$ cat src/rtl/pipe_pkg.sv
// rtl/pipe_pkg.sv - shared FSM state type and constants for the LEGv8 hazard controller
package pipe_pkg;

  typedef enum logic [1:0] {
    RUN      = 2'b00,
    STALL    = 2'b01,
    MEM_WAIT = 2'b10
  } hz_state_t;

  localparam int unsigned ZERO_REG_IDX = 31;

  // Word the IF/ID register loads when flushed (ARMv8 NOP).
  localparam logic [31:0] NOP_INSN = 32'hD503_201F;

endpackage

$ cat src/rtl/sat_counter.sv
// rtl/sat_counter.sv - event counter with synchronous clear that sticks at all-ones
module sat_counter #(
  parameter int WIDTH = 16
) (
  input  logic             clk_i,
  input  logic             clr_i,
  input  logic             inc_i,
  output logic [WIDTH-1:0] count_o
);

  logic [WIDTH-1:0] count_q;

  always_ff @(posedge clk_i) begin
    if (clr_i) begin
      count_q <= '0;
    end else if (inc_i && (count_q != {WIDTH{1'b1}})) begin
      count_q <= count_q + 1'b1;
    end
  end

  assign count_o = count_q;

endmodule

$ cat src/rtl/pipe_hazard_ctrl.sv
// rtl/pipe_hazard_ctrl.sv - stall/flush/freeze sequencing for the 5-stage LEGv8 pipeline
module pipe_hazard_ctrl
  import pipe_pkg::*;
#(
  parameter int CNT_W    = 16,
  parameter int ZERO_REG = ZERO_REG_IDX
) (
  input  logic             clk,
  input  logic             reset,
  input  logic [4:0]       rn_id,
  input  logic [4:0]       rm_id,
  input  logic             use_rn_id,
  input  logic             use_rm_id,
  input  logic             cond_br_id,
  input  logic [4:0]       rd_ex,
  input  logic             memread_ex,
  input  logic             setflags_ex,
  input  logic             br_taken_ex,
  input  logic             dmem_busy,
  output logic             pc_en,
  output logic             ifid_en,
  output logic             ifid_flush,
  output logic             idex_bubble,
  output logic             exmem_en,
  output logic [CNT_W-1:0] stall_count,
  output logic [CNT_W-1:0] flush_count,
  output logic [1:0]       state
);

  localparam logic [4:0] ZR = ZERO_REG[4:0];

  hz_state_t state_q, state_d;
  logic      lu, fl, hz, hz_live;
  logic      stall_inc, flush_inc;

  assign lu = memread_ex && (rd_ex != ZR) &&
              ((use_rn_id && (rn_id == rd_ex)) || (use_rm_id && (rm_id == rd_ex)));
  assign fl = setflags_ex && cond_br_id;
  assign hz = lu || fl;

  // In STALL the bubble already occupies EX, so the same ID instruction must not stall again.
  assign hz_live = hz && ((state_q == RUN) || (state_q == MEM_WAIT));

  always_comb begin
    pc_en       = 1'b1;
    ifid_en     = 1'b1;
    ifid_flush  = 1'b0;
    idex_bubble = 1'b0;
    exmem_en    = 1'b1;
    state_d     = RUN;
    stall_inc   = 1'b0;
    flush_inc   = 1'b0;
    if (reset) begin
      ifid_flush  = 1'b1;
      idex_bubble = 1'b1;
    end else begin
      stall_inc = (state_q == MEM_WAIT);
      if (dmem_busy) begin
        pc_en    = 1'b0;
        ifid_en  = 1'b0;
        exmem_en = 1'b0;
        state_d  = (state_q == RUN || state_q == STALL || state_q == MEM_WAIT) ? MEM_WAIT : RUN;
      end else if (br_taken_ex) begin
        // MEM_WAIT release falls through here, so a branch held across the freeze still flushes.
        ifid_flush  = 1'b1;
        idex_bubble = 1'b1;
        flush_inc   = 1'b1;
      end else if (hz_live) begin
        pc_en       = 1'b0;
        ifid_en     = 1'b0;
        idex_bubble = 1'b1;
        stall_inc   = 1'b1;
        state_d     = STALL;
      end
    end
  end

  always_ff @(posedge clk) begin
    if (reset) begin
      state_q <= RUN;
    end else begin
      state_q <= state_d;
    end
  end

  assign state = state_q;

  sat_counter #(.WIDTH(CNT_W)) u_stall_cnt (
    .clk_i   (clk),
    .clr_i   (reset),
    .inc_i   (stall_inc),
    .count_o (stall_count)
  );

  sat_counter #(.WIDTH(CNT_W)) u_flush_cnt (
    .clk_i   (clk),
    .clr_i   (reset),
    .inc_i   (flush_inc),
    .count_o (flush_count)
  );

endmodule
$ cat config.mk
export PLATFORM = sky130hd
export DESIGN_NAME = pipe_hazard_ctrl
export DESIGN_NICKNAME = d
export VERILOG_FILES = /design/src/rtl/pipe_pkg.sv /design/src/rtl/sat_counter.sv /design/src/rtl/pipe_hazard_ctrl.sv
export SDC_FILE = /design/constraint.sdc
export NUM_CORES = 1
export LEC_CHECK = 0
export CORE_UTILIZATION = 35
export DETAILED_ROUTE_END_ITERATION = 8
export GPL_TIMING_DRIVEN = 0
export PLACE_DENSITY = 0.64
export SYNTH_ARGS = -nofsm -noshare
export SYNTH_HDL_FRONTEND = slang
export SYNTH_SLANG_ARGS = --single-unit
$ cat constraint.sdc
create_clock -name clk -period 2.5 [get_ports clk]
set_input_delay 0.75 -clock clk [delete_from_list [all_inputs] [get_ports clk]]
set_output_delay 0.75 -clock clk [all_outputs]
set_load 0.05 [all_outputs]
==> flow_metrics.py, run 1 <==
metrics = {
    "clock_tree": {
        "htree_levels": 2,
        "numCtsBuffers": 5,
        "cts_root_buf": "clkbuf_8",
        "clk_pin_slew_ns": 0.07,
        "clock-sinks": 34,
        "clk_latency_ns": 0.29,
        "cts_tree": "done",
        "cts.path.max_buffers": 2,
    },
    "setup_path": {
        "crit_chain": "buf_6 -> xor2_2 -> nor4_2 -> a32oi_2 -> nor2_2 -> o21ai_2 -> o21a_2 -> buf_6 -> buf_8",
        "cp_slowest_cell": "nor4_2",
        "worstReg2RegStart": "u_stall_cnt.count_o[1]$_SDFFE_PP0P_",
        "critPathMaxStageDelay_ns": 0.31,
        "path_depth": 9,
        "endpoint_kind": "primary output",
        "path_buf_inv": 3,
        "worstRegToRegCells": 8,
        "endpoint": "pc_en",
        "path_max_fanout": 2,
        "critPathLaunch": "rm_id[2]",
        "crit_family": "compound AO/OA/AOI/OAI gates",
        "critPathKind": "in -> out",
        "r2r_end": "u_stall_cnt.count_o[1]$_SDFFE_PP0P_",
        "r2r_setup_slack_ns": 0.20,
        "worst_path_most_repeated_cell": "buf_6",
        "arrival_ns": 2.20,
        "worstPathRequired_ns": 1.75,
        "cp-start-kind": "input port",
    },
    "grt": {
        "grt_pass1_wl_mm": 7.258,
        "met3_usage_pct": 4.065,
        "antenna_found_initial": 0,
        "first_global_vias": 1636,
        "track_usage_pct": 17.06,
        "grt_max_degree": 11,
        "busiest_layer": "met2",
        "grt_overflow": 0,
        "gr-usage-met2_pct": 28.48,
        "grtUsageMet1_pct": 21.19,
    },
    "timing": {
        "drv_slew": 0,
        "fin_hold_ws_ns": 0.4635,
        "max_freq_ghz": 0.3389,
        "max_slew_margin_pct": 60.38,
        "min_period_ns": 2.951,
        "skew_ns": 0.01020,
        "setup_viol": 6,
        "fin_crit_sh_pct": 118.0,
        "hold_viol": 0,
        "rsz0062_at_grt": "true",
        "worst_pin_slew_ns": 0.5893,
        "fin_ws_ns": -0.4510,
    },
    "power_and_ir_drop": {
        "leakagePower_nw": 0.9644,
        "vdd_drop_max_v": 0.0002876,
        "p_per_area_mw_per_mm2": 448.0,
    },
    "synthesis": {
        "syn_inst": 223,
        "synth.largest_area_cell": "dfxtp_1",
        "synthesis.nets": 249,
        "yosysMostFrequentCell": "dfxtp_1",
        "avgSynthCellArea_um2": 8.158,
        "syn_area_mm2": 0.001819,
        "synth-seq-cells": 34,
        "ys_async_sr_fraction_pct": 0,
        "synth_flop_cell": "dfxtp_1",
        "ys_seq_area_share_pct": 37.41,
        "synth_top_area_share_pct": 37.41,
        "synth_common_cells": "34 x dfxtp_1, 31 x nor2_1, 13 x nand2_1, 13 x nand3_1, 13 x xor2_1",
        "ys_types": 38,
        "yosys_warnings": 0,
        "synth-edff-count": 0,
        "synthTopCellsByArea": "dfxtp_1 37%, nor2_1 6.4%, xor2_1 6.3%, xnor2_1 5.3%, nand3_1 3.6%",
    },
    "placed_design": {
        "gp_congestion": 0.7800,
        "io_buffers": 61,
        "post-dp-hpwl_mm": 3.306,
    },
    "min_path": {
        "hp-class": "reg -> reg",
    },
    "floorplan": {
        "coreArea_mm2": 0.004848,
        "die_area_mm2": 0.005490,
        "start_util_pct": 37.52,
        "rows": 25,
        "die_w_um": 74.10,
        "die_h_um": 74.10,
        "io_pins": 63,
    },
    "status": {
        "violations": "negative setup slack",
        "status": "complete, but fails checks",
    },
    "routing": {
        "wire_per_inst_um": 13.26,
        "antenna_left": 0,
        "via_per_inst": 5.134,
        "dr.pass1.iters": 4,
        "drc": 0,
        "drtIter0Drc": 53,
        "drt-total-wl_mm": 4.840,
        "via_count": 1874,
    },
    "final_layout": {
        "layout-drive-gt1-share_pct": 21.14,
        "syn2layout_area_growth_pct": 53.37,
        "utilization_pct": 57.55,
        "final_nets": 323,
        "fillers": 463,
        "num_antenna_cells": 0,
    },
    "run": {
        "maxCapViolCount": 0,
    },
}
[final cells by class]
cell class / instances / area, µm² / area share, %
Clock buffer: 7 / 76.32 / 2.735
Timing Repair Buffer: 67 / 621.8 / 22.29
Tap cell: 67 / 83.83 / 3.004
Clock inverter: 1 / 30.03 / 1.076
Buffer: 8 / 57.56 / 2.063
Inverter: 7 / 26.28 / 0.9417
Multi-Input combinational cell: 174 / 1214 / 43.50
Sequential cell: 34 / 680.7 / 24.39
[report_power, final]
group,internal (mW),switching (mW)
logic,0.0823,0.108
registers,0.547,0.00805
clock network,0.298,0.206
[flip-flops by register name (all words and copies together) (netlist names)]
register and cells:
u_stall_cnt.count_o 16, u_flush_cnt.count_o 16, state 2
[worst register-to-register path, cell delays in order, from the launching register on]
cell and delay [ns]:
dfxtp_1 0.42, ha_1 0.21, nand3_2 0.18, nor4_2 0.57, or4b_4 0.24, o21a_4 0.15
buf_2 0.17, mux2i_1 0.19, nor2_1 0.05
[how the worst min path moves through the flow]
stage | from | to | slack, ns | cells after the start
after floorplan | state[1]$_SDFF_PP0_ | state[1]$_SDFF_PP0_ | 0.68 | 1
after global placement | state[1]$_SDFF_PP0_ | state[1]$_SDFF_PP0_ | 0.45 | 1
after detailed placement | state[1]$_SDFF_PP0_ | state[1]$_SDFF_PP0_ | 0.46 | 1
after CTS | state[1]$_SDFF_PP0_ | state[1]$_SDFF_PP0_ | 0.47 | 1
after global routing | state[1]$_SDFF_PP0_ | state[1]$_SDFF_PP0_ | 0.49 | 1
final | state[1]$_SDFF_PP0_ | state[1]$_SDFF_PP0_ | 0.46 | 1
[cells in the final DEF, fill, tap and decap left out, types with 7 or more instances in the layout]
cell type / n
xnor2_1: 11
inv_1: 7
buf_6: 8
o21ai_0: 7
a21oi_1: 9
nor2_1: 29
dfxtp_1: 34
or3_1: 8
xor2_1: 11
nand3_1: 13
nand4_1: 10
clkdlybuf4s50_1: 39
nand2_1: 12
[layer usage]
metal	up-vias	wire, µm
met5	-	0
met4	0	74
met3	10	249
met2	55	2403
met1	862	2112
li1	947	-
[kinds of logic after synthesis]
| family | Yosys count | synth area share [%] |
|---|---|---|
| xor+xnor | 24 | 11.55 |
| fa+ha+maj | 2 | 1.375 |
| mux | 5 | 2.957 |
| buf+inv | 15 | 3.370 |
| compound gates | 35 | 12.17 |
| flops | 34 | 37.41 |
| simple gates | 108 | 31.16 |
[stage by stage]
step                area, µm²  worst slack (ns)  setup TNS [ns]  std cells  total power [mW]
floorplan                1844           -0.2754         -0.6245        223            0.6657
global placement         2539            -1.439          -15.14        351            0.7416
detailed placement       2539            -1.464          -15.38        351            0.7419
CTS                      2709           -0.4645          -1.552        363             1.245
global route             2790           -0.5160          -1.595        365             1.291
finish                   2790           -0.4510          -1.217        365             1.250
[timing repair]
item,in CTS,in global routing
buffers inserted,5,2
gates resized for setup,94,24
endpoints found under the setup margin,21,24
cloned,2,0
hold buffers,0,0
pin swaps,17,18
endpoints found under the hold margin,0,0
Note: power is estimated with default switching activity, not from simulation.
==> run 2, diff against run 1 <==
--- a/config.mk
+++ b/config.mk
@@ -5,10 +5,11 @@
 export SDC_FILE = /design/constraint.sdc
 export NUM_CORES = 1
 export LEC_CHECK = 0
+export CORE_MARGIN = 5
 export CORE_UTILIZATION = 35
 export DETAILED_ROUTE_END_ITERATION = 8
 export GPL_TIMING_DRIVEN = 0
-export PLACE_DENSITY = 0.64
+export PLACE_DENSITY = 0.62
 export SYNTH_ARGS = -nofsm -noshare
 export SYNTH_HDL_FRONTEND = slang
 export SYNTH_SLANG_ARGS = --single-unit
==> constraint.sdc (replaced) <==
create_clock -name clk -period 3.8 [get_ports clk]
set_input_delay 1.14 -clock clk [delete_from_list [all_inputs] [get_ports clk]]
set_output_delay 1.14 -clock clk [all_outputs]
set_load 0.05 [all_outputs]
==> run 2 against run 1 <==
Effect of this change:
- design area shrank 3.2%
- routed wire length shrank 1.3%
- the run now ends clean
- count of clock-buffer cells in the layout is the same
- critical path depth is the same
==> flow_metrics.py, run 2 (synthesized netlist as in run 1, its figures left out) <==
metrics = {
    "routing": {
        "drc": 0,
        "drt-total-wl_mm": 4.775,
        "drtIter0Drc": 57,
        "via_count": 1792,
        "via_per_inst": 4.910,
        "antenna_left": 0,
        "wire_per_inst_um": 13.08,
        "dr.pass1.iters": 4,
    },
    "floorplan": {
        "rows": 26,
        "coreArea_mm2": 0.005075,
        "start_util_pct": 35.85,
        "die_area_mm2": 0.006740,
        "die_w_um": 82.10,
        "die_h_um": 82.10,
        "io_pins": 63,
    },
    "timing": {
        "max_freq_ghz": 0.2688,
        "worst_pin_slew_ns": 0.5419,
        "drv_slew": 0,
        "fin_ws_ns": 0.07961,
        "rsz0062_at_grt": "true",
        "hold_viol": 0,
        "skew_ns": 0.005352,
        "max_slew_margin_pct": 63.54,
        "fin_crit_sh_pct": 97.90,
        "min_period_ns": 3.720,
        "setup_tns_ns": 0,
        "setup_viol": 0,
    },
    "setup_path": {
        "critPathLaunch": "rm_id[4]",
        "worst_path_most_repeated_cell": "buf_6",
        "endpoint_kind": "primary output",
        "worstPathRequired_ns": 2.66,
        "arrival_ns": 2.58,
        "cp_slowest_cell": "nor4_2",
        "crit_chain": "buf_6 -> xor2_2 -> nor4_2 -> a32oi_2 -> nor2_2 -> o21ai_2 -> o21a_2 -> buf_6 -> buf_8",
        "critPathKind": "in -> out",
        "cp-start-kind": "input port",
        "r2r_end": "u_stall_cnt.count_o[3]$_SDFFE_PP0P_",
        "r2r_setup_slack_ns": 1.33,
        "critPathMaxStageDelay_ns": 0.30,
        "path_max_fanout": 2,
        "worstReg2RegStart": "u_stall_cnt.count_o[0]$_SDFFE_PP0P_",
        "worstRegToRegCells": 8,
    },
    "final_layout": {
        "layout-drive-gt1-share_pct": 13.90,
        "fillers": 520,
        "final_nets": 320,
        "final_common_cell": "clkdlybuf4s50_1",
        "final_cell_mix": "41 x clkdlybuf4s50_1, 34 x dfxtp_1, 30 x nor2_1, 13 x nand2_1, 13 x nand3_1",
        "num_antenna_cells": 0,
        "syn2layout_area_growth_pct": 48.42,
    },
    "power_and_ir_drop": {
        "p_sw_uw": 196.0,
        "leakagePower_nw": 0.9388,
        "p_per_area_mw_per_mm2": 297.8,
        "swShare_pct": 24.38,
        "p_int_uw": 608.0,
        "clkPwrFrac_pct": 39.7,
        "vdd_drop_max_v": 0.0002472,
        "p_total_uw": 804.0,
        "p_seq_share_pct": 45.5,
        "p_comb_share_pct": 14.9,
    },
    "placed_design": {
        "post-dp-hpwl_mm": 3.646,
        "gp_congestion": 0.8084,
        "post-place-ws_ns": -1.063,
        "io_buffers": 61,
    },
    "min_path": {
        "hold_start": "state[1]$_SDFF_PP0_",
        "holdPathEnd": "state[1]$_SDFF_PP0_",
        "holdPathStages": 1,
        "hp-class": "reg -> reg",
    },
    "grt": {
        "grt_max_degree": 11,
        "grt_pass1_wl_mm": 7.652,
        "track_usage_pct": 14.43,
        "grt_overflow": 0,
        "antenna_found_initial": 0,
        "first_global_vias": 1702,
    },
    "clock_tree": {
        "numCtsBuffers": 5,
        "clock-sinks": 34,
        "cts_tree": "done",
        "cts_root_buf": "clkbuf_8",
        "clk_latency_ns": 0.28,
        "htree_levels": 2,
        "cts.path.max_buffers": 2,
        "clk_pin_slew_ns": 0.06,
    },
    "status": {
        "status": "finished, final reports clean",
    },
    "run": {
        "maxCapViolCount": 0,
    },
}
## run 2: changes by cell type in the layout (fill, tap and decap cells not counted), moves of 3 or more
cell and change:
or4_4 -3, clkbuf_2 -3, a21oi_1 +3, or4_1 +3, clkbuf_1 +3, a21oi_2 -3
## run 2: cell type report
class / count / area (µm²) / share of cell area, %
multi-input combinational: 174 / 1136 / 42.08
sequential: 34 / 680.7 / 25.21
timing repair buffer: 64 / 624.3 / 23.12
tap: 70 / 87.58 / 3.244
clock buffer: 7 / 76.32 / 2.827
buffer: 8 / 38.79 / 1.437
clock inverter: 1 / 30.03 / 1.112
inverter: 7 / 26.28 / 0.9731
## run 2: through the flow
| stage | instances | hold WS (ns) | instance area [µm²] | util (%) |
|---|---|---|---|---|
| detailed placement | 354 | 0.4654 | 2526 | 49.78 |
| floorplan | 223 | 0.6768 | 1828 | - |
| global route | 365 | 0.4883 | 2700 | 53.21 |
| global placement | 354 | 0.4601 | 2526 | 49.78 |
| finish | 365 | 0.4779 | 2700 | 53.21 |
| CTS | 365 | 0.4749 | 2645 | 52.12 |
## run 2: how the worst max path moves through the flow
| stage | endpoint | slack [ns] | depth (start not counted) |
|---|---|---|---|
| 6_report | pc_en | 0.08 | 9 |
| 4_1_cts | pc_en | -0.02 | 8 |
| 3_5_place_dp | pc_en | -1.06 | 9 |
| 5_1_grt | pc_en | -0.004 | 9 |
| 3_3_place_gp | pc_en | -1.06 | 9 |
| 2_1_floorplan | idex_bubble | 0.02 | 6 |
## run 2: worst max-delay path: cells and delay by family
kind / cells / cell delay (ns)
buf+inv: 3 / 0.34
xor+xnor: 1 / 0.16
compound gates: 3 / 0.46
simple gates: 2 / 0.47
## run 2: routing by layer
metal	GRT usage [%]	up-vias	share of wire, %
met5	0	-	0
met4	3.987	0	0.92
met3	3.688	6	4.1
met2	24.47	37	51
met1	18.07	812	44
li1	-	937	-
## run 2: repair_timing
item	CTS	global route
pin swaps	12	11
gates resized for setup	63	25
buffers inserted	3	0
endpoints found under the setup margin	4	4
hold buffers	0	0
## run 2: power groups by stage
| stage | Combinational, mW | Clock (mW) | Sequential (mW) |
|---|---|---|---|
| floorplan | 0.0501 | 0 | 0.386 |
| global placement | 0.112 | 0 | 0.374 |
| detailed placement | 0.113 | 0 | 0.373 |
| CTS | 0.114 | 0.332 | 0.365 |
| global route | 0.129 | 0.348 | 0.366 |
| finish | 0.120 | 0.319 | 0.366 |
==> run 3, diff against run 2 <==
--- a/config.mk
+++ b/config.mk
@@ -10,6 +10,8 @@
 export DETAILED_ROUTE_END_ITERATION = 8
 export GPL_TIMING_DRIVEN = 0
 export PLACE_DENSITY = 0.62
+export REMOVE_ABC_BUFFERS = 1
 export SYNTH_ARGS = -nofsm -noshare
 export SYNTH_HDL_FRONTEND = slang
 export SYNTH_SLANG_ARGS = --single-unit
+export TNS_END_PERCENT = 10
==> run 3 against run 2 <==
Effect of this change:
- sequential share of layout area increased by 0.86 points
- die area is the same
- register-to-register slack worse by 0.23 ns
- worst setup slack got worse by 0.024 ns
- highest routed layer unchanged
- via count shrank 0.67%
- power decreased by 6.2%
- non-clock buffer count decreased by 8
- critical endpoint is now idex_bubble
- combinational power down 9%
- worst hold slack lost 0.013 ns
- critical path depth is 1 lower
- final cell count shrank 2.2%
- largest cell class unchanged
==> flow_metrics.py, run 3 (synthesized netlist as in run 1, its figures left out) <==
metrics = {
    "timing": {
        "max_freq_ghz": 0.2670,
        "setup_viol": 0,
        "worst_pin_slew_ns": 1.183,
        "drv_slew": 0,
        "skew_ns": 0.006835,
        "setup_tns_ns": 0,
        "fin_hold_ws_ns": 0.4646,
        "max_slew_margin_pct": 20.28,
        "rsz0062_at_grt": "true",
        "hold_viol": 0,
        "fin_crit_sh_pct": 98.54,
        "min_period_ns": 3.745,
    },
    "setup_path": {
        "endpoint_kind": "primary output",
        "arrival_ns": 2.60,
        "cp-start-kind": "input port",
        "worstReg2RegStart": "u_flush_cnt.count_o[3]$_SDFFE_PP0P_",
        "worstPathRequired_ns": 2.66,
        "endpoint": "idex_bubble",
        "critPathLaunch": "rm_id[0]",
        "worstRegToRegCells": 6,
        "path_max_fanout": 2,
        "r2r_setup_slack_ns": 1.10,
        "r2r_end": "u_flush_cnt.count_o[4]$_SDFFE_PP0P_",
        "critPathKind": "in -> out",
    },
    "floorplan": {
        "die_area_mm2": 0.006740,
        "coreArea_mm2": 0.005075,
        "die_w_um": 82.10,
        "io_pins": 63,
        "rows": 26,
        "start_util_pct": 35.85,
        "die_h_um": 82.10,
    },
    "placed_design": {
        "post-dp-hpwl_mm": 3.420,
        "io_buffers": 62,
        "gp_congestion": 0.7509,
    },
    "clock_tree": {
        "cts_root_buf": "clkbuf_8",
        "cts_tree": "done",
        "clock-sinks": 34,
        "cts_hold_buf": 0,
        "htree_levels": 2,
        "clk_pin_slew_ns": 0.06,
        "cts.path.max_buffers": 2,
        "clk_latency_ns": 0.29,
        "numCtsBuffers": 5,
    },
    "power_and_ir_drop": {
        "leakagePower_nw": 0.9128,
        "vdd_drop_max_v": 0.0001943,
        "p_per_area_mw_per_mm2": 288.8,
    },
    "final_layout": {
        "num_antenna_cells": 0,
        "final_cell_mix": "41 x clkdlybuf4s50_1, 34 x dfxtp_1, 31 x nor2_1, 13 x nand2_1, 13 x nand3_1",
        "final_nets": 312,
        "layout-drive-gt1-share_pct": 11.15,
        "syn2layout_area_growth_pct": 43.53,
        "final_common_cell": "clkdlybuf4s50_1",
    },
    "routing": {
        "drt-total-wl_mm": 4.654,
        "via_count": 1780,
        "via_per_inst": 4.986,
        "dr.pass1.iters": 4,
        "drtIter0Drc": 79,
        "antenna_left": 0,
        "wire_per_inst_um": 13.04,
        "drc": 0,
    },
    "grt": {
        "first_global_vias": 1774,
        "track_usage_pct": 14.48,
        "grt_pass1_wl_mm": 7.734,
        "grt_max_degree": 36,
        "antenna_found_initial": 0,
        "grt_overflow": 0,
    },
    "min_path": {
        "hp-class": "reg -> reg",
    },
    "status": {
        "status": "finished, final reports clean",
    },
    "run": {
        "maxCapViolCount": 0,
    },
}
## run 3: area by class of cell
class / instances / area (µm²)
sequential: 34 / 680.7
fill: 525 / 2464
clock buffer: 7 / 86.33
tap: 70 / 87.58
timing repair buffer: 64 / 611.8
inverter: 7 / 26.28
clock inverter: 1 / 5.005
multi-input combinational: 174 / 1114
## run 3: stage by stage
step           setup slack [ns]  cell area, µm²  cells  util [%]  power (mW)
2_1_floorplan            -1.032            1784    215         -      0.4279
3_3_place_gp             -1.406            2492    347     49.11      0.4818
3_5_place_dp             -1.395            2492    347     49.11      0.4829
4_1_cts                -0.04514            2550    356     50.25      0.7577
5_1_grt                -0.07104            2611    357     51.45      0.7863
6_report                0.05534            2611    357     51.45      0.7540
## run 3: timing repair
action | 4_1_cts | 5_1_grt
resized for setup | 66 | 17
pin swaps | 9 | 13
setup endpoints to repair | 6 | 3
setup buffers | 1 | 1
hold endpoints to repair | 0 | 0
cloned | 0 | 0
## run 3: worst min-delay path by stage
stage,from,end,cells past startpoint
floorplan,state[1]$_SDFF_PP0_,state[1]$_SDFF_PP0_,1
global placement,state[1]$_SDFF_PP0_,state[1]$_SDFF_PP0_,1
detailed placement,state[1]$_SDFF_PP0_,state[1]$_SDFF_PP0_,1
CTS,state[1]$_SDFF_PP0_,state[1]$_SDFF_PP0_,1
global route,state[1]$_SDFF_PP0_,state[1]$_SDFF_PP0_,1
finish,state[1]$_SDFF_PP0_,state[1]$_SDFF_PP0_,1
## run 3: power by group
group	switching [mW]	internal [mW]
sequential	0.00516	0.360
combinational	0.0643	0.0449
clock	0.133	0.146
total	0.203	0.551
## run 3: worst max-delay path: stages
cell and delay (ns):
buf_6 0.10, xor2_2 0.16, nor4_2 0.32, a32oi_2 0.17, nor2_1 0.16, nor2_1 0.06
o311ai_1 0.24, buf_4 0.25
## run 3: routing by layer
layer | routed length [µm] | share of wire [%] | global-route usage [%]
met4 | 48 | 1.0 | 3.987
met3 | 342 | 7.3 | 4.989
met5 | 0 | 0 | 0
met1 | 2105 | 45 | 17.23
met2 | 2157 | 46 | 24.72
==> variant 1, RTL diff (flow settings as in run 3) <==
Reset style: asynchronous (`reset`), changed in one clocked block.
--- a/src/rtl/pipe_hazard_ctrl.sv
+++ b/src/rtl/pipe_hazard_ctrl.sv
@@ -77,3 +77,3 @@
 
-  always_ff @(posedge clk) begin
+  always_ff @(posedge clk or posedge reset) begin
     if (reset) begin
Check against the original RTL: differs if reset is asserted again (counterexample within 4 cycles, from zero or initial values and one cycle with reset high); with reset held inactive, the same outputs for 10 cycles.
==> variant 1 against run 3 <==
Clock power down 1%; worst setup slack better by 0.052 ns; sequential cell count unchanged; power down 2.9%; wire length down 2.4%; design area down 1.6%; combinational power down 13%; core utilization down 0.81 points; synthesized area down 0.69%; largest power group unchanged; highest routed layer unchanged.
==> variant 1: results <==
[run_status]
outcome = complete, no violations

[min_path]
holdCritStartpoint = state[1]
hold_end = state[1]

[cells_and_area]
nonClkBufAreaFrac_pct = 24.0
multi_input_cells = 163
nNonClkBuffers = 65
regArea_um2 = 691
multiInputGateArea_um2 = 1060
clkCellAreaFrac_pct = 3.55
synthToLayoutAreaGrowth_pct = 42.2
nFillCells = 535
final_cells = 345
nNonClkInverters = 5
final_nets = 300
drive_above_1_share_pct = 10.2

[placement]
io_buffers = 62
placedCellCount = 334
gp_congestion = 0.743
post-place-ws_ns = -1.49
place_area_um2 = 2470

[worst_setup_path]
arrival_ns = 2.55
crit_slowest_cell = o41a_1
cp-startpoint = rd_ex[3]
cp_max_fo = 3
max_stage_delay_ns = 0.36
reg2reg_from = state[0]
rr_worst_depth = 5
path_depth = 7
reg2reg_to = u_stall_cnt.count_o[15]
ff2ff_setup_slack_ns = 1.57
critPathTopFamily = compound AO/OA/AOI/OAI gates
cp-endpoint = ifid_en

[sta]
holdWs_ns = 0.472
skew_ns = 0.00593
max_freq_mhz = 271
worst_pin_slew_ns = 1.06

[synth]
synth_common_cells = dfxtp_1 (32), nor2_1 (21), a21oi_1 (17)
avgSynthCellArea_um2 = 8.64
synthXorXnorAreaFrac_pct = 12.1
yosys.cell_types.count = 47
synth_seq_area_share_pct = 38.2
muxShareOfSynthArea_pct = 1.11
synth-compound-area-share_pct = 14.9
async_reset_ff_share_pct = 5.88
synth_fa_ha_area_share_pct = 1.39

[detailed_routing]
viasPerCell = 5.07
drtIter0Drc = 57
wire_per_inst_um = 13.2

[power_and_ir_drop]
power_switching_uw = 187
peakVddDrop_uv = 158
leakagePower_nw = 0.914

[global_route]
grt_max_degree = 38
grt_pass1_wl_mm = 7.82
grtUsageTotal_pct = 14.9
grt_pass1_vias = 1729

[clocking]
post-cts-setup-buffer-count = 3
-- variant 1: cell count changes after synthesis, sizes merged, moves of 4 or more --
| cell | before | now |
|---|---|---|
| and3 | 1 | 6 |
| nor3 | 6 | 2 |
| nor4 | 7 | 3 |
| nor2 | 31 | 21 |
| a21oi | 12 | 17 |
-- variant 1: power by group through the flow --
stage          Combinational (mW)  Clock (mW)  Sequential (mW)
6_report                   0.0943       0.276            0.362
5_1_grt                     0.102       0.301            0.362
4_1_cts                    0.0957       0.284            0.362
3_5_place_dp               0.0990           0            0.370
3_3_place_gp               0.0987           0            0.370
2_1_floorplan              0.0400           0            0.378
-- variant 1: logic make-up (layout without fill, tap and decap cells) --
group	after synthesis	count (layout)
fa+ha+maj	2	2
simple gates	91	91
buf+inv	12	78
flops	34	34
compound gates	43	43
xor+xnor	25	25
mux	2	2
-- variant 1: per-layer routing --
metal	track usage, %	vias up	wire [um]
met2	24.5	44	2050
met1	18.7	815	2140
met4	3.99	0	36
met3	4.71	5	307
li1	-	885	-
met5	0	-	0
==> variant 2, RTL diff (config.mk and constraints of run 3) <==
Made on the original files. `CNT_W`: 16 -> 20.
--- a/src/rtl/pipe_hazard_ctrl.sv
+++ b/src/rtl/pipe_hazard_ctrl.sv
@@ -4,3 +4,3 @@
 #(
-  parameter int CNT_W    = 16,
+  parameter int CNT_W    = 20,
   parameter int ZERO_REG = ZERO_REG_IDX
Interface: changed (resized flush_count and stall_count); port bits go from 63 to 71. The function was not compared with the original's and may differ.
==> variant 2 against run 3 <==
The run now ends with negative setup slack left; combinational power grew 6%; design area grew 21%; maximum frequency shrank 1.7%; sequential cell count grew 8; worst setup slack lost 0.064 ns; sequential share of layout area grew 0.45 points; wire length grew 29%; highest routed layer unchanged; synthesized area grew 23%; worst hold slack gained 0.033 ns; count of clock-buffer cells in the layout shrank 1; synthesized cell count grew 17%; clock power grew 9.3%; power grew 15%.
==> variant 2: results <==
[synth]
avgSynthCellArea_um2 = 8.51
synth_area_leaders = dfxtp_1 (38%), xor2_1 (7.1%), a21oi_1 (4.3%)
synth_seq_area_share_pct = 37.7
synth_common_cells = dfxtp_1 (42), nand2_1 (25), nor2_1 (24)

[global_route]
grt_pass1_wl_mm = 9.89
grt_pass1_vias = 2069
grtUsageTotal_pct = 14.4
use_met2_pct = 23.9
met3_usage_pct = 3.09
grt_max_degree = 44

[worst_setup_path]
arrival_ns = 2.67
cp-startpoint = rm_id[2]
cp_max_fo = 3
critPathTopFamily = compound AO/OA/AOI/OAI gates
cp-endpoint = pc_en
reg2reg_from = u_stall_cnt.count_o[3]
max_stage_delay_ns = 0.38
crit_slowest_cell = o41a_1

[detailed_routing]
drtIter0Drc = 76
route.met2.wl_mm = 2.85
met1_length_mm = 2.84
drt_wl_total_mm = 6.03
vias = 2196

[run_status]
violations = negative setup slack
outcome = finished with violations

[placement]
placedCellCount = 398
gp_congestion = 0.761
io_buffers = 70
place_area_um2 = 2950
hpwl_mm = 4.26

[sta]
final.setup.tns_ns = -0.0162
setup_slack_ns = -0.00839
worst_pin_slew_ns = 0.591
skew_ns = 0.00442
holdWs_ns = 0.498
setup_viol = 2

[cells_and_area]
drive_above_1_share_pct = 15.1
final_cells = 415
n_antenna_cell = 0
final_nets = 363

[power_and_ir_drop]
powerComb_uw = 116
leakagePower_nw = 1.08
variant 2: cell types whose count changed in the layout (fill, tap and decap cells not counted), moves of 5 or more:
cell | before | now
dfxtp_1 | 34 | 42
clkdlybuf4s50_1 | 41 | 50
a21oi_1 | 12 | 17
nor2_1 | 31 | 24
and4_1 | 1 | 7
buf_4 | 4 | 10
nand2_1 | 13 | 25
variant 2: final cells by class:
| cell class | instances | area [um2] | share of cell area [%] |
|---|---|---|---|
| clock buffer | 6 | 82.6 | 2.60 |
| multi-input combinational | 204 | 1370 | 43.1 |
| clock inverter | 2 | 12.5 | 0.395 |
| timing repair buffer | 79 | 752 | 23.7 |
| sequential | 42 | 841 | 26.5 |
| inverter | 5 | 18.8 | 0.592 |
| tap | 77 | 96.3 | 3.04 |
variant 2: kinds of logic after synthesis:
family	share of synthesized area, %
fa+ha+maj	1.12
buf+inv	4.26
xor+xnor	10.2
compound gates	16.2
simple gates	28.6
flops	37.7
mux	1.91
